### src/rtl/pushbutton_op_latch.sv
`default_nettype none
// ============================================================================
// Module      : pushbutton_op_latch
// Description : Synchronizes and debounces four pushbuttons, priority-resolves
//               presses and latches a one-hot op select plus A/B operands.
// Revision    : 1.0 - initial release
// ============================================================================
module pushbutton_op_latch #(
    parameter int DEBOUNCE_CYCLES = 16,
    parameter int CNT_W           = 5,
    parameter int DATA_W          = 4
) (
    input  logic              clk,
    input  logic              rst_n,
    input  logic [3:0]        pb_raw,
    input  logic [DATA_W-1:0] sw_a,
    input  logic [DATA_W-1:0] sw_b,
    output logic [3:0]        op_onehot,
    output logic [DATA_W-1:0] a_out,
    output logic [DATA_W-1:0] b_out,
    output logic              op_valid,
    output logic              busy
);

    localparam int            c_NUM_PB   = 4;
    localparam logic [CNT_W-1:0] c_CNT_LAST = CNT_W'(DEBOUNCE_CYCLES - 1);

    typedef enum logic [1:0] {
        ST_IDLE    = 2'd0,
        ST_HELD    = 2'd1,
        ST_PRESSED = 2'd2
    } state_t;

    // ------------------------------------------------------------------
    // Two-flop synchronizer
    // ------------------------------------------------------------------
    logic [c_NUM_PB-1:0] r_sync1_q, w_sync1_d;
    logic [c_NUM_PB-1:0] r_sync2_q, w_sync2_d;

    always_comb begin
        w_sync1_d = pb_raw;
        w_sync2_d = r_sync1_q;
    end

    always_ff @(posedge clk or negedge rst_n) begin
        if (!rst_n) begin
            r_sync1_q <= '0;
            r_sync2_q <= '0;
        end else begin
            r_sync1_q <= w_sync1_d;
            r_sync2_q <= w_sync2_d;
        end
    end

    // ------------------------------------------------------------------
    // Per-button debounce: the stable level flips only after the synced
    // level has disagreed with it for DEBOUNCE_CYCLES consecutive cycles.
    // ------------------------------------------------------------------
    logic [c_NUM_PB-1:0] r_stable_q, w_stable_d;

    for (genvar gi = 0; gi < c_NUM_PB; gi++) begin : g_debounce
        logic [CNT_W-1:0] r_cnt_q, w_cnt_d;
        logic             w_flip;

        always_comb begin
            w_cnt_d = '0;
            w_flip  = 1'b0;
            if (r_sync2_q[gi] != r_stable_q[gi]) begin
                if (r_cnt_q == c_CNT_LAST) begin
                    w_flip = 1'b1;
                end else begin
                    w_cnt_d = r_cnt_q + 1'b1;
                end
            end
        end

        always_ff @(posedge clk or negedge rst_n) begin
            if (!rst_n) begin
                r_cnt_q <= '0;
            end else begin
                r_cnt_q <= w_cnt_d;
            end
        end

        assign w_stable_d[gi] = r_stable_q[gi] ^ w_flip;
    end

    // ------------------------------------------------------------------
    // Press detection: rising edge of the stable level, resolved so that
    // the highest-index button wins and the others are dropped.
    // ------------------------------------------------------------------
    logic [c_NUM_PB-1:0] r_prev_q, w_prev_d;
    logic [c_NUM_PB-1:0] r_press_q, w_press_d;
    logic [c_NUM_PB-1:0] w_rise;

    always_comb begin
        w_prev_d  = r_stable_q;
        w_rise    = r_stable_q & ~r_prev_q;
        w_press_d = '0;
        if (w_rise[3]) begin
            w_press_d = 4'b1000;
        end else if (w_rise[2]) begin
            w_press_d = 4'b0100;
        end else if (w_rise[1]) begin
            w_press_d = 4'b0010;
        end else if (w_rise[0]) begin
            w_press_d = 4'b0001;
        end
    end

    always_ff @(posedge clk or negedge rst_n) begin
        if (!rst_n) begin
            r_stable_q <= '0;
            r_prev_q   <= '0;
            r_press_q  <= '0;
        end else begin
            r_stable_q <= w_stable_d;
            r_prev_q   <= w_prev_d;
            r_press_q  <= w_press_d;
        end
    end

    // ------------------------------------------------------------------
    // Op latch FSM
    // ------------------------------------------------------------------
    state_t              r_state_q, w_state_d;
    logic [c_NUM_PB-1:0] r_op_q, w_op_d;
    logic [DATA_W-1:0]   r_a_q, w_a_d;
    logic [DATA_W-1:0]   r_b_q, w_b_d;
    logic                r_valid_q, w_valid_d;

    always_comb begin
        w_state_d = r_state_q;
        w_op_d    = r_op_q;
        w_a_d     = r_a_q;
        w_b_d     = r_b_q;
        w_valid_d = 1'b0;
        case (r_state_q)
            ST_IDLE, ST_HELD: begin
                if (|r_press_q) begin
                    w_state_d = ST_PRESSED;
                    w_op_d    = r_press_q;
                    w_a_d     = sw_a;
                    w_b_d     = sw_b;
                    w_valid_d = 1'b1;
                end
            end
            ST_PRESSED: begin
                // Release keeps the latched op; only a later press replaces it.
                if (r_stable_q == '0) begin
                    w_state_d = ST_HELD;
                end
            end
            default: begin
                w_state_d = ST_IDLE;
            end
        endcase
    end

    always_ff @(posedge clk or negedge rst_n) begin
        if (!rst_n) begin
            r_state_q <= ST_IDLE;
            r_op_q    <= '0;
            r_a_q     <= '0;
            r_b_q     <= '0;
            r_valid_q <= 1'b0;
        end else begin
            r_state_q <= w_state_d;
            r_op_q    <= w_op_d;
            r_a_q     <= w_a_d;
            r_b_q     <= w_b_d;
            r_valid_q <= w_valid_d;
        end
    end

    assign op_onehot = r_op_q;
    assign a_out     = r_a_q;
    assign b_out     = r_b_q;
    assign op_valid  = r_valid_q;
    assign busy      = (r_state_q == ST_PRESSED);

endmodule
`default_nettype wire

### config.mk
export PLATFORM = sky130hd
export DESIGN_NAME = pushbutton_op_latch
export DESIGN_NICKNAME = d
export VERILOG_FILES = /design/src/rtl/pushbutton_op_latch.sv
export SDC_FILE = /design/constraint.sdc
export NUM_CORES = 1
export LEC_CHECK = 0
export ABC_CLOCK_PERIOD_IN_PS = 1360
export CELL_PAD_IN_SITES_DETAIL_PLACEMENT = 0
export CELL_PAD_IN_SITES_GLOBAL_PLACEMENT = 2
export CORE_UTILIZATION = 33
export CTS_CLUSTER_DIAMETER = 150
export DETAILED_ROUTE_END_ITERATION = 10
export PLACE_DENSITY = 0.82
export SYNTH_ARGS = -nofsm -noshare
export SYNTH_HDL_FRONTEND = slang
export SYNTH_SLANG_ARGS = --single-unit
export TNS_END_PERCENT = 30
### constraint.sdc
create_clock -name clk -period 1.36 [get_ports clk]
set_clock_uncertainty 0.05 [all_clocks]
set_input_delay 0.204 -clock clk [delete_from_list [all_inputs] [get_ports clk]]
set_output_delay 0.204 -clock clk [all_outputs]
set_load 0.05 [all_outputs]
==> Yosys cells after proc, flatten, opt, wreduce, memory -nomap -nowiden <==
Index checks and enable logic that the tools add are counted.
{ "totals": {"ff_bits": 55, "in_bits": 14, "wordCells": 67} }
{ "op_classes": {"mux": 25, "eq_ne": 12, "n_reduce_logical": 6, "add_sub_neg": 4, "bitwise": 6} }
{ "ops": {"columns": ["operator", "count"], "rows": [
  ["$mux W5", 8],
  ["$add A5 B1 Y5 const B", 4],
  ["$eq A5 B4 Y1 const B", 4],
  ["$mux W1", 11],
  ["$mux W2", 3],
  ["$and A4 B4 Y4", 1],
  ["$logic_not A4 Y1", 1],
  ["$mux W4", 1],
  ["$ne A1 B1 Y1", 4],
  ["$not A4 Y4", 1],
  ["$pmux W2 S2", 1],
  ["$reduce_and A2 Y1", 2],
  ["$reduce_or A4 Y1", 1],
  ["$xor A1 B1 Y1", 4],
  ["$mux W3", 1],
  ["$eq A2 B1 Y1 const B", 1],
  ["$eq A2 B2 Y1 const B", 1],
  ["$logic_not A2 Y1", 1],
  ["$ne A2 B1 Y1 const B", 1],
  ["$ne A2 B2 Y1 const B", 1],
  ["$reduce_or A2 Y1", 1]
]} }

==> Depth between registers and ports, before layout <==
Gate-level depths: netlist of run 1.
{ "logic_depth": {"word_depth": 6, "depth_mapped": 4} }

==> Worst setup path before layout of run 1 <==
No wires, ideal clock.
{ "synth_timing": {"kind": "reg2reg", "startpoint": "register r_press_q[1]", "endpoint": "register r_a_q[0] (netlist: a_out[0])", "setup_ns": 0.125, "path_buffers": 1, "path_slack_ns": -0.082, "synth_period_minus_slack_ns": 1.442, "arrival_ns": 1.267, "path_stages_with_launch": 5, "path_cell_list": "dfrtp_1 nor4_4 nor2_2 buf_6 mux2_4"} }
{ "synth_via": {"elab_chain_len": 2} }
{ "synth_lines": {"columns": ["item", "line_no", "rtl"], "rows": [
  ["start: declaration", "93", "logic [c_NUM_PB-1:0] r_press_q, w_press_d;"],
  ["start signal: assignment", "119", "r_press_q <= w_press_d;"],
  ["$reduce_or A4 Y1", "140", "if (|r_press_q) begin"],
  ["$reduce_and A2 Y1 (no source line)", null, null],
  ["end signal: assignment", "170", "r_a_q <= w_a_d;"],
  ["end: declaration", "128", "logic [DATA_W-1:0] r_a_q, w_a_d;"]
]} }
Every way passes these cells.
A chain may end at the register's enable or synchronous reset.

==> Final worst setup path of run 1 <==
{ "layout_timing": {"startpoint": "register r_press_q[2]", "endpoint": "register r_a_q[3] (netlist: a_out[3])"} }
The elaborated chain is that of the path after synthesis.

==> parameters.txt, run 1 <==
Parameter                              Value

Outcome
  Run status    finished, violations left
  Failing checks    setup timing

Clocking
  Clock input transition at the sequential cells of the worst setup and hold paths    0.09 ns
  Cts bufs inserted    5
  Deepest clock path buffer count    2
  Count of clock tree sinks    between 50 and 60
  CTS Root Cell    sky130_fd_sc_hd__clkbuf_8
  Clock latency on the worst-skew pair    0.29 ns
  # H-tree levels    2
  CTS tree    built

Worst setup path
  Nature of the critical path endpoint    register
  Category of the critical setup timing path    reg2reg
  Maximum net fanout on the critical path    11
  Kind of start point of the critical path    register
  Arrival time at the worst endpoint    1.54 ns
  Worst path required time    1.49 ns

Synth
  Cell count after synthesis    146
  Most common flop cell mapped by yosys    sky130_fd_sc_hd__dfrtp_1
  Flop and latch count out of synthesis    55
  Sequential fraction of the synthesis area    66.99%
  Mapped Area    2054 um2
  Yosys Warn Count    0
  Average footprint of a synthesized cell    14.07 um2
  Async S/R FF share, synth    100.0%
  Biggest area consumer among synthesized cells    sky130_fd_sc_hd__dfrtp_1
  Top cells by instance count after synthesis    55 x sky130_fd_sc_hd__dfrtp_1, 15 x sky130_fd_sc_hd__nor2_1, 12 x sky130_fd_sc_hd__xor2_1
  Number of synthesized flops with an enable pin    0
  Cells taking the most area after synthesis    sky130_fd_sc_hd__dfrtp_1 67%, sky130_fd_sc_hd__mux2_4 6.6%, sky130_fd_sc_hd__xor2_1 5.1%
  Count of distinct cell types in the synthesized netlist    24
  Nets in the synthesized netlist    164
  Most frequent cell after synthesis    sky130_fd_sc_hd__dfrtp_1
  Area share of the leading cell type in the synthesized netlist    between 60% and 70%

Route
  Post-DR vias/cell    around 4.6
  Antenna-violating nets left    0
  Routed length per instance    12.17 um
  Drc violations    0
  Detailed-router iteration count before antenna repair    4
  Number of design-rule violations left by the first detailed-router iteration    82
  Final routed wirelength across all metal layers    3200 um
  Number of vias in the routed layout    approximately 1200

Global routing
  Largest net degree at the start of global routing    56
  Number of global-route vias before repair    1270
  Number of antenna violations at the first check in global routing    0
  GR met1 Demand/Resource    12.40%
  Congestion Overflow GR    0
  Routing usage on met3    3.708%
  Global-route wire length before repair    5582 um
  Global router's overall resource usage    between 10% and 20%
  GR Util met2    20.42%
  Peak-usage layer in the global routing report    met2

STA
  Least-Margin Pin Slew    0.2892 ns
  Final slew viol count    0
  Final setup slack of the worst path    -0.04773 ns
  Setup repair after global routing missed its margin    true
  Setup Viol. Count Final    10
  Rel. slew slack    between 80% and 90%
  Worst hold margin    0.2891 ns
  Shortest clock period the worst path allows after layout    1.408 ns
  Maximum clock frequency    about 0.71 GHz
  Final clock period utilization by the worst path    103.5%
  Hold Fails Final Rpt    0

Power
  Static leakage    1.349 nW
  Switching share of power    22.21%
  P_int    between 0.002 and 0.0025 W
  VDD IR-drop max    354.9 uV
  Power per cell area    1038 nW/um2
  Overall power after layout    ~0.0029 W
  Sequential Power Share    60.5%
  Comb power frac    under 10%
  Clock network fraction of design power    30.2%
  Switching Power    between 0.0006 and 0.0007 W

Floorplan
  Top Ports    28
  Area of the core region    roughly 6000 um2
  Area of the die    6545 um2
  Die height    80.90 um
  Row Count    28
  Width of the chip    80.90 um
  Starting density of the core    about a third

Run
  Max-capacitance violation count    0

Placement
  Port Buf Inserts    27
  Total placed cells including tap cells    253
  HPWL reported at the end of detailed placement    about 2300 um
  Final estimated routing congestion in global placement    0.7002
  Post-DP Area    between 2000 and 3000 um2

Cells and area
  Utilization after layout    46.41%
  Final cell count without fillers    263
  Total inserted antenna cells    0
  Layout-stage area growth over the synthesis result    34.53%
  Design Area, Final    2764 um2
  Share of cells above drive strength 1    28.72%
  Final layout net count    206

Worst hold path
  Worst hold-check path type    in2reg
worst max-delay path, stage by stage, from the launching register on:
cell,delay (ns)
sky130_fd_sc_hd__dfrtp_1,0.41
sky130_fd_sc_hd__nor4_4,0.31
sky130_fd_sc_hd__nor2_2,0.08
sky130_fd_sc_hd__buf_12,0.15
sky130_fd_sc_hd__mux2_4,0.30
power groups by stage:
stage	combinational (W)	clock [W]	sequential (W)
after floorplan	0.0000716	0	0.00180
after global routing	0.000295	0.000958	0.00174
after global placement	0.000253	0	0.00176
after detailed placement	0.000264	0	0.00177
after CTS	0.000272	0.000908	0.00173
final	0.000266	0.000867	0.00173
logic make-up (layout without fill, tap and decap cells):
| kind of cell | after synthesis | after routing | share of synthesized area (%) |
|---|---|---|---|
| multiplexers | 14 | 14 | 9.318 |
| flip-flops | 55 | 55 | 66.99 |
| buffers and inverters | 6 | 48 | 1.462 |
| AND/OR/NAND/NOR | 46 | 46 | 12.42 |
| adder cells (fa/ha/maj) | 4 | 4 | 2.436 |
| XOR/XNOR | 12 | 12 | 5.116 |
| AO/OA/AOI/OAI | 9 | 9 | 2.254 |
worst paths after layout:
| path | startpoint | cells after the start | slack [ns] | endpoint |
|---|---|---|---|---|
| worst max-delay path | r_press_q[2]$_DFF_PN0_ | 4 | -0.05 | a_out[3]$_DFFE_PN0P_ |
| worst min-delay path | pb_raw[0] | 1 | 0.29 | r_sync1_q[0]$_DFF_PN0_ |
| worst max register to register | r_press_q[2]$_DFF_PN0_ | 4 | -0.05 | a_out[3]$_DFFE_PN0P_ |
| worst min register to register | r_sync1_q[0]$_DFF_PN0_ | 0 | 0.30 | r_sync2_q[0]$_DFF_PN0_ |
| max in group asynchronous | rst_n | 3 | 0.64 | g_debounce[1].r_cnt_q[0]$_DFF_PN0_ |
| min in group asynchronous | rst_n | 3 | 0.38 | r_state_q[0]$_DFFE_PN0P_ |
flip-flops by register name, indices dropped and copies added, names as in the netlist, named ones only:
| register | cells |
|---|---|
| g_debounce.r_cnt_q | 20 |
| a_out | 4 |
| b_out | 4 |
| op_onehot | 4 |
| r_press_q | 4 |
| r_prev_q | 4 |
| r_sync1_q | 4 |
| r_sync2_q | 4 |
| r_state_q | 2 |
| op_valid | 1 |
final cells by class:
cell class	instances	area [um2]
Multi-Input combinational cell	85	680.7
Clock inverter	1	5.005
Fill cell	523	3192
Timing Repair Buffer	36	504.2
Clock buffer	6	82.58
Tap cell	75	93.84
Sequential cell	55	1376
Inverter	5	21.27
placed cells by master (no fill, tap or decap), types with 4 or more instances in the layout:
cell / n
sky130_fd_sc_hd__dfrtp_1: 55
sky130_fd_sc_hd__buf_4: 5
sky130_fd_sc_hd__ha_2: 4
sky130_fd_sc_hd__nand3_1: 7
sky130_fd_sc_hd__mux2_2: 4
sky130_fd_sc_hd__clkbuf_8: 6
sky130_fd_sc_hd__o21ai_1: 6
sky130_fd_sc_hd__xor2_1: 12
sky130_fd_sc_hd__inv_1: 4
sky130_fd_sc_hd__and3_1: 4
sky130_fd_sc_hd__and2_1: 6
sky130_fd_sc_hd__clkdlybuf4s50_1: 12
sky130_fd_sc_hd__nor2_1: 15
sky130_fd_sc_hd__mux2_4: 10
sky130_fd_sc_hd__buf_12: 16
routing by layer:
metal	up-vias	share of wire [%]
li1	571	-
met1	611	42
met2	31	51
met3	5	5.2
met4	0	1.4
met5	-	0
per-stage QoR:
step | setup WS (ns) | setup TNS (ns)
after floorplan | -0.08244 | -0.7420
after global placement | -0.03185 | -0.2005
after detailed placement | -0.07439 | -0.4866
after CTS | -0.05758 | -0.4860
after global routing | -0.1055 | -1.118
final | -0.04773 | -0.4217
timing repair:
action	4_1_cts	5_1_grt
pin swaps	1	0
hold buffers	1	0
gates cloned	0	0
hold endpoints to repair	55	0
setup endpoints to repair	11	16
resized for setup	3	8
buffers inserted	2	0
(Power assumes the default switching activity.)
==> run 2: changes to the inputs <==
Settings changed: CORE_UTILIZATION 33 to 38, DONT_BUFFER_PORTS from default to 1, PLACE_DENSITY 0.82 to 0.81.
==> run 2 against run 1 <==
Net effect:
- the run ends with hold timing, setup timing left
- largest power group unchanged
- core utilization up 2.6 points
- global-route usage rose by 0.65 points
- non-clock buffer count down 4
- worst setup slack lost 0.031 ns
- critical endpoint is now b_out[2]$_DFFE_PN0P_
- final area is 8.2% lower
==> parameters.txt, run 2 (synthesis results as in run 1) <==
Parameter                              Value

Cells and area
  Final layout net count    just over 200
  Total inserted antenna cells    0
  Seq. cell area    1376 um2
  Final cell count without fillers    ~260
  Share of cells above drive strength 1    between 20% and 30%
  Area taken by multi-input logic gates    678.2 um2
  Most common cell after layout, fill and taps aside    sky130_fd_sc_hd__dfrtp_1
  Largest register by flop count    g_debounce.r_cnt_q
  Design Area, Final    2536 um2
  Max FFs per register    20
  Layout-stage area growth over the synthesis result    23.45%
  Leading cell types in the layout, fill and taps excluded    55 x sky130_fd_sc_hd__dfrtp_1, 16 x sky130_fd_sc_hd__buf_4, 15 x sky130_fd_sc_hd__nor2_1
  Filler cells    between 400 and 500

Route
  Antenna-violating nets left    0
  Number of design-rule violations left by the first detailed-router iteration    44
  Final routed wirelength across all metal layers    3046 um
  Post-DR vias/cell    ~4.6
  Detailed-router iteration count before antenna repair    4
  Drc violations    0
  Routed length per instance    roughly 12 um
  Number of vias in the routed layout    between 1000 and 1500

Clocking
  CTS Root Cell    sky130_fd_sc_hd__clkbuf_8
  Cts bufs inserted    5
  Deepest clock path buffer count    2
  # H-tree levels    2
  Clock latency on the worst-skew pair    0.30 ns
  Hold-fix buffers, CTS    12
  CTS tree    built
  Count of clock tree sinks    55
  Clock input transition at the sequential cells of the worst setup and hold paths    ~0.080 ns

Placement
  Post-DP Area    between 2000 and 2500 um2
  HPWL reported at the end of detailed placement    2068 um
  Port Buf Inserts    0
  Total placed cells including tap cells    232
  Final estimated routing congestion in global placement    0.6615

STA
  Hold Fails Final Rpt    55
  Final slew viol count    0
  Maximum clock frequency    0.6952 GHz
  Least-Margin Pin Slew    0.4805 ns
  Setup Viol. Count Final    10
  Rel. slew slack    67.97%
  Shortest clock period the worst path allows after layout    1.438 ns
  Worst hold margin    -0.4591 ns
  Setup repair after global routing missed its margin    true
  Final setup slack of the worst path    -0.07847 ns
  Final clock period utilization by the worst path    105.8%

Floorplan
  Die height    75.53 um
  Area of the die    around 5700 um2
  Row Count    26
  Starting density of the core    39.72%
  Width of the chip    roughly 76 um
  Area of the core region    5172 um2
  Top Ports    28

Global routing
  Global-route wire length before repair    about 5000 um
  Number of global-route vias before repair    1230
  Number of antenna violations at the first check in global routing    0
  Global router's overall resource usage    about an eighth
  Largest net degree at the start of global routing    56
  Congestion Overflow GR    0

Run
  Max-capacitance violation count    0

Worst setup path
  Maximum net fanout on the critical path    11
  Setup slack on the worst flop-to-flop path    -0.08 ns
  Worst path required time    1.49 ns
  Category of the critical setup timing path    reg2reg
  Arrival time at the worst endpoint    1.57 ns
  Nature of the critical path endpoint    register
  Kind of start point of the critical path    register

Power
  Overall power after layout    0.002740 W
  Power per cell area    1080 nW/um2
  VDD IR-drop max    440.7 uV
  Static leakage    1.291 nW

Outcome
  Run status    finished, violations left
  Failing checks    hold timing, setup timing

Worst hold path
  Worst hold-check path type    in2async
run 2: path summary, 6_finish.rpt:
kind / start / end / cells past startpoint
worst min register to register: r_sync1_q[2]$_DFF_PN0_ / r_sync2_q[2]$_DFF_PN0_ / 0
worst max register to register: r_press_q[1]$_DFF_PN0_ / b_out[2]$_DFFE_PN0P_ / 4
worst min-delay path: rst_n / op_onehot[3]$_DFFE_PN0P_ / 0
max in group asynchronous: rst_n / r_press_q[0]$_DFF_PN0_ / 0
worst max-delay path: r_press_q[1]$_DFF_PN0_ / b_out[2]$_DFFE_PN0P_ / 4
min in group clk: r_sync1_q[2]$_DFF_PN0_ / r_sync2_q[2]$_DFF_PN0_ / 0
run 2: through the flow:
| step | setup TNS, ns | hold WS, ns | util (%) | setup WS (ns) |
|---|---|---|---|---|
| after CTS | -0.7766 | -0.4765 | 48.45 | -0.08052 |
| after detailed placement | -0.7091 | -0.1398 | 43.90 | -0.09345 |
| final | -0.6978 | -0.4591 | 49.03 | -0.07847 |
| after global placement | -0.1848 | -0.1398 | 43.90 | -0.02994 |
| after global routing | -1.287 | -0.4901 | 49.03 | -0.1181 |
| after floorplan | -0.7420 | -0.1416 | - | -0.08244 |
run 2: report_power, final:
part	internal, W	switching, W	leakage, nW
sequential	0.00169	0.0000417	0.739
clock	0.000362	0.000468	0.0422
combinational	0.0000902	0.0000874	0.509
total	0.00214	0.000598	1.29
run 2: critical path, stage by stage (launching register included):
cell	delay (ns)
sky130_fd_sc_hd__dfrtp_1	0.42
sky130_fd_sc_hd__nor4_4	0.32
sky130_fd_sc_hd__nor2_2	0.08
sky130_fd_sc_hd__buf_12	0.16
sky130_fd_sc_hd__mux2_4	0.30
run 2: final cells by class:
| type | instances | share of cell area, % |
|---|---|---|
| Tap cell | 70 | 3.453 |
| Clock inverter | 1 | 0.1973 |
| Sequential cell | 55 | 54.27 |
| Multi-Input combinational cell | 85 | 26.74 |
| Clock buffer | 7 | 3.009 |
| Timing Repair Buffer | 32 | 11.59 |
| Inverter | 5 | 0.7400 |
run 2: timing repair:
item                       in CTS  in global routing
gates resized for setup         5                  7
pin swaps                       1                  1
setup endpoints to repair      12                 15
setup buffers                   2                  1
hold endpoints to repair       67                 55
run 2: layer usage:
layer | GRT usage (%) | part of all wire [%]
met5 | 0 | 0
met4 | 5.556 | 1.5
met3 | 3.968 | 5.0
met2 | 21.13 | 50
met1 | 13.22 | 44
==> run 3: changes to the inputs <==
Settings changed: ABC_CLOCK_PERIOD_IN_PS 1360 to 1650, CORE_UTILIZATION 38 to 43, PLACE_DENSITY 0.81 to 0.86, SLEW_MARGIN from default to 20.
Clock period 1.36 ns to 1.65 ns, I/O delays scaled along.
==> run 3 against run 2 <==
Net effect:
- the flow finishes with violations (DRC)
- wire length shrank 8.6%
- worst hold slack better by 0.48 ns
- critical path depth decreased by 1
- total power decreased by 15%
- non-clock buffer count down 24
- combinational power down 38%
- global-route usage grew 1.1 points
- core utilization increased by 2.6 points
- sequential power shrank 16%
- highest routed layer unchanged
==> parameters.txt, run 3 (synthesis results as in run 1) <==
Parameter                              Value

Clocking
  Deepest clock path buffer count    2
  Clock latency on the worst-skew pair    about 0.31 ns
  Count of clock tree sinks    between 50 and 60
  Cts bufs inserted    5
  CTS Root Cell    sky130_fd_sc_hd__clkbuf_8
  CTS tree    built
  # H-tree levels    2
  Clock input transition at the sequential cells of the worst setup and hold paths    0.11 ns

Worst setup path
  Sequence of cells on the critical path    buf_4 -> nand2b_4 -> clkinvlp_4
  Highest-delay cell along the critical path    sky130_fd_sc_hd__dfrtp_1
  Maximum net fanout on the critical path    6
  Kind of start point of the critical path    register
  Arrival time at the worst endpoint    between 1 and 1.5 ns
  Worst path required time    about 1.4 ns
  Category of the critical setup timing path    reg2out
  Highest cell delay on the worst timing path    roughly 0.43 ns
  Length in cells of the worst reg-to-reg path    3
  Nature of the critical path endpoint    output port

Floorplan
  Row Count    24
  Width of the chip    just over 70 um
  Area of the die    5058 um2
  Die height    71.12 um
  Top Ports    28
  Area of the core region    approximately 4500 um2
  Starting density of the core    a little under half

Placement
  Final estimated routing congestion in global placement    just under 0.7
  HPWL reported at the end of detailed placement    around 1900 um
  Post-placement worst setup slack    0.07432 ns
  Port Buf Inserts    0

Power
  Comb power frac    4.7%
  VDD IR-drop max    between 600 and 700 uV
  Clock network fraction of design power    32.7%
  Sequential Power Share    roughly 63%
  Power per cell area    1010 nW/um2
  P_int    0.001761 W
  Switching Power    about 0.00057 W
  Static leakage    approximately 1.2 nW
  Switching share of power    24.57%

STA
  Rel. slew slack    67.31%
  Least-Margin Pin Slew    0.4903 ns
  Final slew viol count    0
  Maximum clock frequency    ~0.65 GHz
  Hold Fails Final Rpt    0
  Setup_tns    0 ns
  Setup repair after global routing missed its margin    false
  Final clock period utilization by the worst path    93.77%
  Final setup slack of the worst path    0.1027 ns
  Setup Viol. Count Final    0
  Shortest clock period the worst path allows after layout    1.547 ns

Route
  Number of vias in the routed layout    approximately 1100
  Final routed wirelength across all metal layers    2785 um
  Number of design-rule violations left by the first detailed-router iteration    45
  Detailed-router iteration count before antenna repair    7
  Post-DR vias/cell    5.136
  Routed length per instance    13.08 um
  Drc violations    3
  Antenna-violating nets left    0

Cells and area
  Max FFs per register    20
  Share of cells above drive strength 1    17.39%
  Most common cell after layout, fill and taps aside    sky130_fd_sc_hd__dfrtp_1
  Largest register by flop count    g_debounce.r_cnt_q
  Leading cell types in the layout, fill and taps excluded    55 x sky130_fd_sc_hd__dfrtp_1, 15 x sky130_fd_sc_hd__nor2_1, 12 x sky130_fd_sc_hd__xor2_1
  Layout-stage area growth over the synthesis result    12.55%
  Final layout net count    178
  Total inserted antenna cells    0
  Filler cells    376

Outcome
  Failing checks    DRC
  Run status    finished, violations left

Global routing
  Number of antenna violations at the first check in global routing    0
  Number of global-route vias before repair    between 1000 and 1500
  Largest net degree at the start of global routing    56
  Congestion Overflow GR    0
  Global router's overall resource usage    13.09%
  Global-route wire length before repair    5030 um

Worst hold path
  Hold path cells    1
  Worst hold-check path type    in2reg

Run
  Max-capacitance violation count    0
run 3: final timing paths:
| kind | slack, ns | endpoint | startpoint |
|---|---|---|---|
| setup / recovery | 0.10 | busy | r_state_q[1]$_DFFE_PN0P_ |
| hold reg to reg | 0.31 | r_sync2_q[1]$_DFF_PN0_ | r_sync1_q[1]$_DFF_PN0_ |
| max in group asynchronous | 0.93 | asynchronous set/reset pin | rst_n |
| hold / removal | 0.02 | b_out[0]$_DFFE_PN0P_ | sw_b[0] |
| min in group asynchronous | 0.39 | b_out[0]$_DFFE_PN0P_ | rst_n |
| setup reg to reg | 0.24 | b_out[0]$_DFFE_PN0P_ | r_press_q[1]$_DFF_PN0_ |
run 3: worst max-delay path, delay by kind of cell, from the launching register on:
kind,cells,cell delay (ns)
flops,1,0.43
buf+inv,2,0.43
simple gates,1,0.08
run 3: through the flow:
stage | cells | total power, W | hold WS [ns] | util [%] | instance area, um2
6_report | 213 | 0.002334 | 0.01697 | 51.68 | 2312
3_5_place_dp | 199 | 0.001558 | -0.09590 | 47.46 | 2123
4_1_cts | 213 | 0.002360 | 0.01247 | 51.31 | 2296
3_3_place_gp | 199 | 0.001551 | -0.09673 | 47.46 | 2123
5_1_grt | 213 | 0.002439 | 0.003167 | 51.68 | 2312
2_1_floorplan | 146 | 0.001540 | -0.09809 | - | 2054
run 3: layout make-up:
type / count / area (um2) / area share, %
well taps: 52 / 65.06 / 2.814
inverters: 5 / 22.52 / 0.9740
clock inverters: 3 / 26.28 / 1.136
repair buffers: 8 / 92.59 / 4.004
clock buffers: 5 / 68.82 / 2.976
multi-input cells: 85 / 660.6 / 28.57
flip-flops and latches: 55 / 1376 / 59.52
run 3: layer usage:
layer / vias to the layer above / track usage [%] / share of wire [%]
met4: 0 / 5.333 / 1.1
met2: 32 / 22.22 / 49
li1: 517 / - / -
met1: 541 / 14.74 / 44
met5: - / 0 / 0
met3: 4 / 5.271 / 5.8
run 3: power groups by stage:
stage	clock network [W]	registers [W]	logic, W
6_report	0.000762	0.00146	0.000111
3_3_place_gp	0	0.00149	0.0000651
5_1_grt	0.000839	0.00147	0.000132
2_1_floorplan	0	0.00148	0.0000590
3_5_place_dp	0	0.00149	0.0000696
4_1_cts	0.000785	0.00146	0.000114
run 3: repair_timing:
action                                 CTS  global route
resized for setup                        0             3
endpoints found under the hold margin   59             0
hold buffers                             6             0
setup buffers                            0             0
setup endpoints to repair                0             2
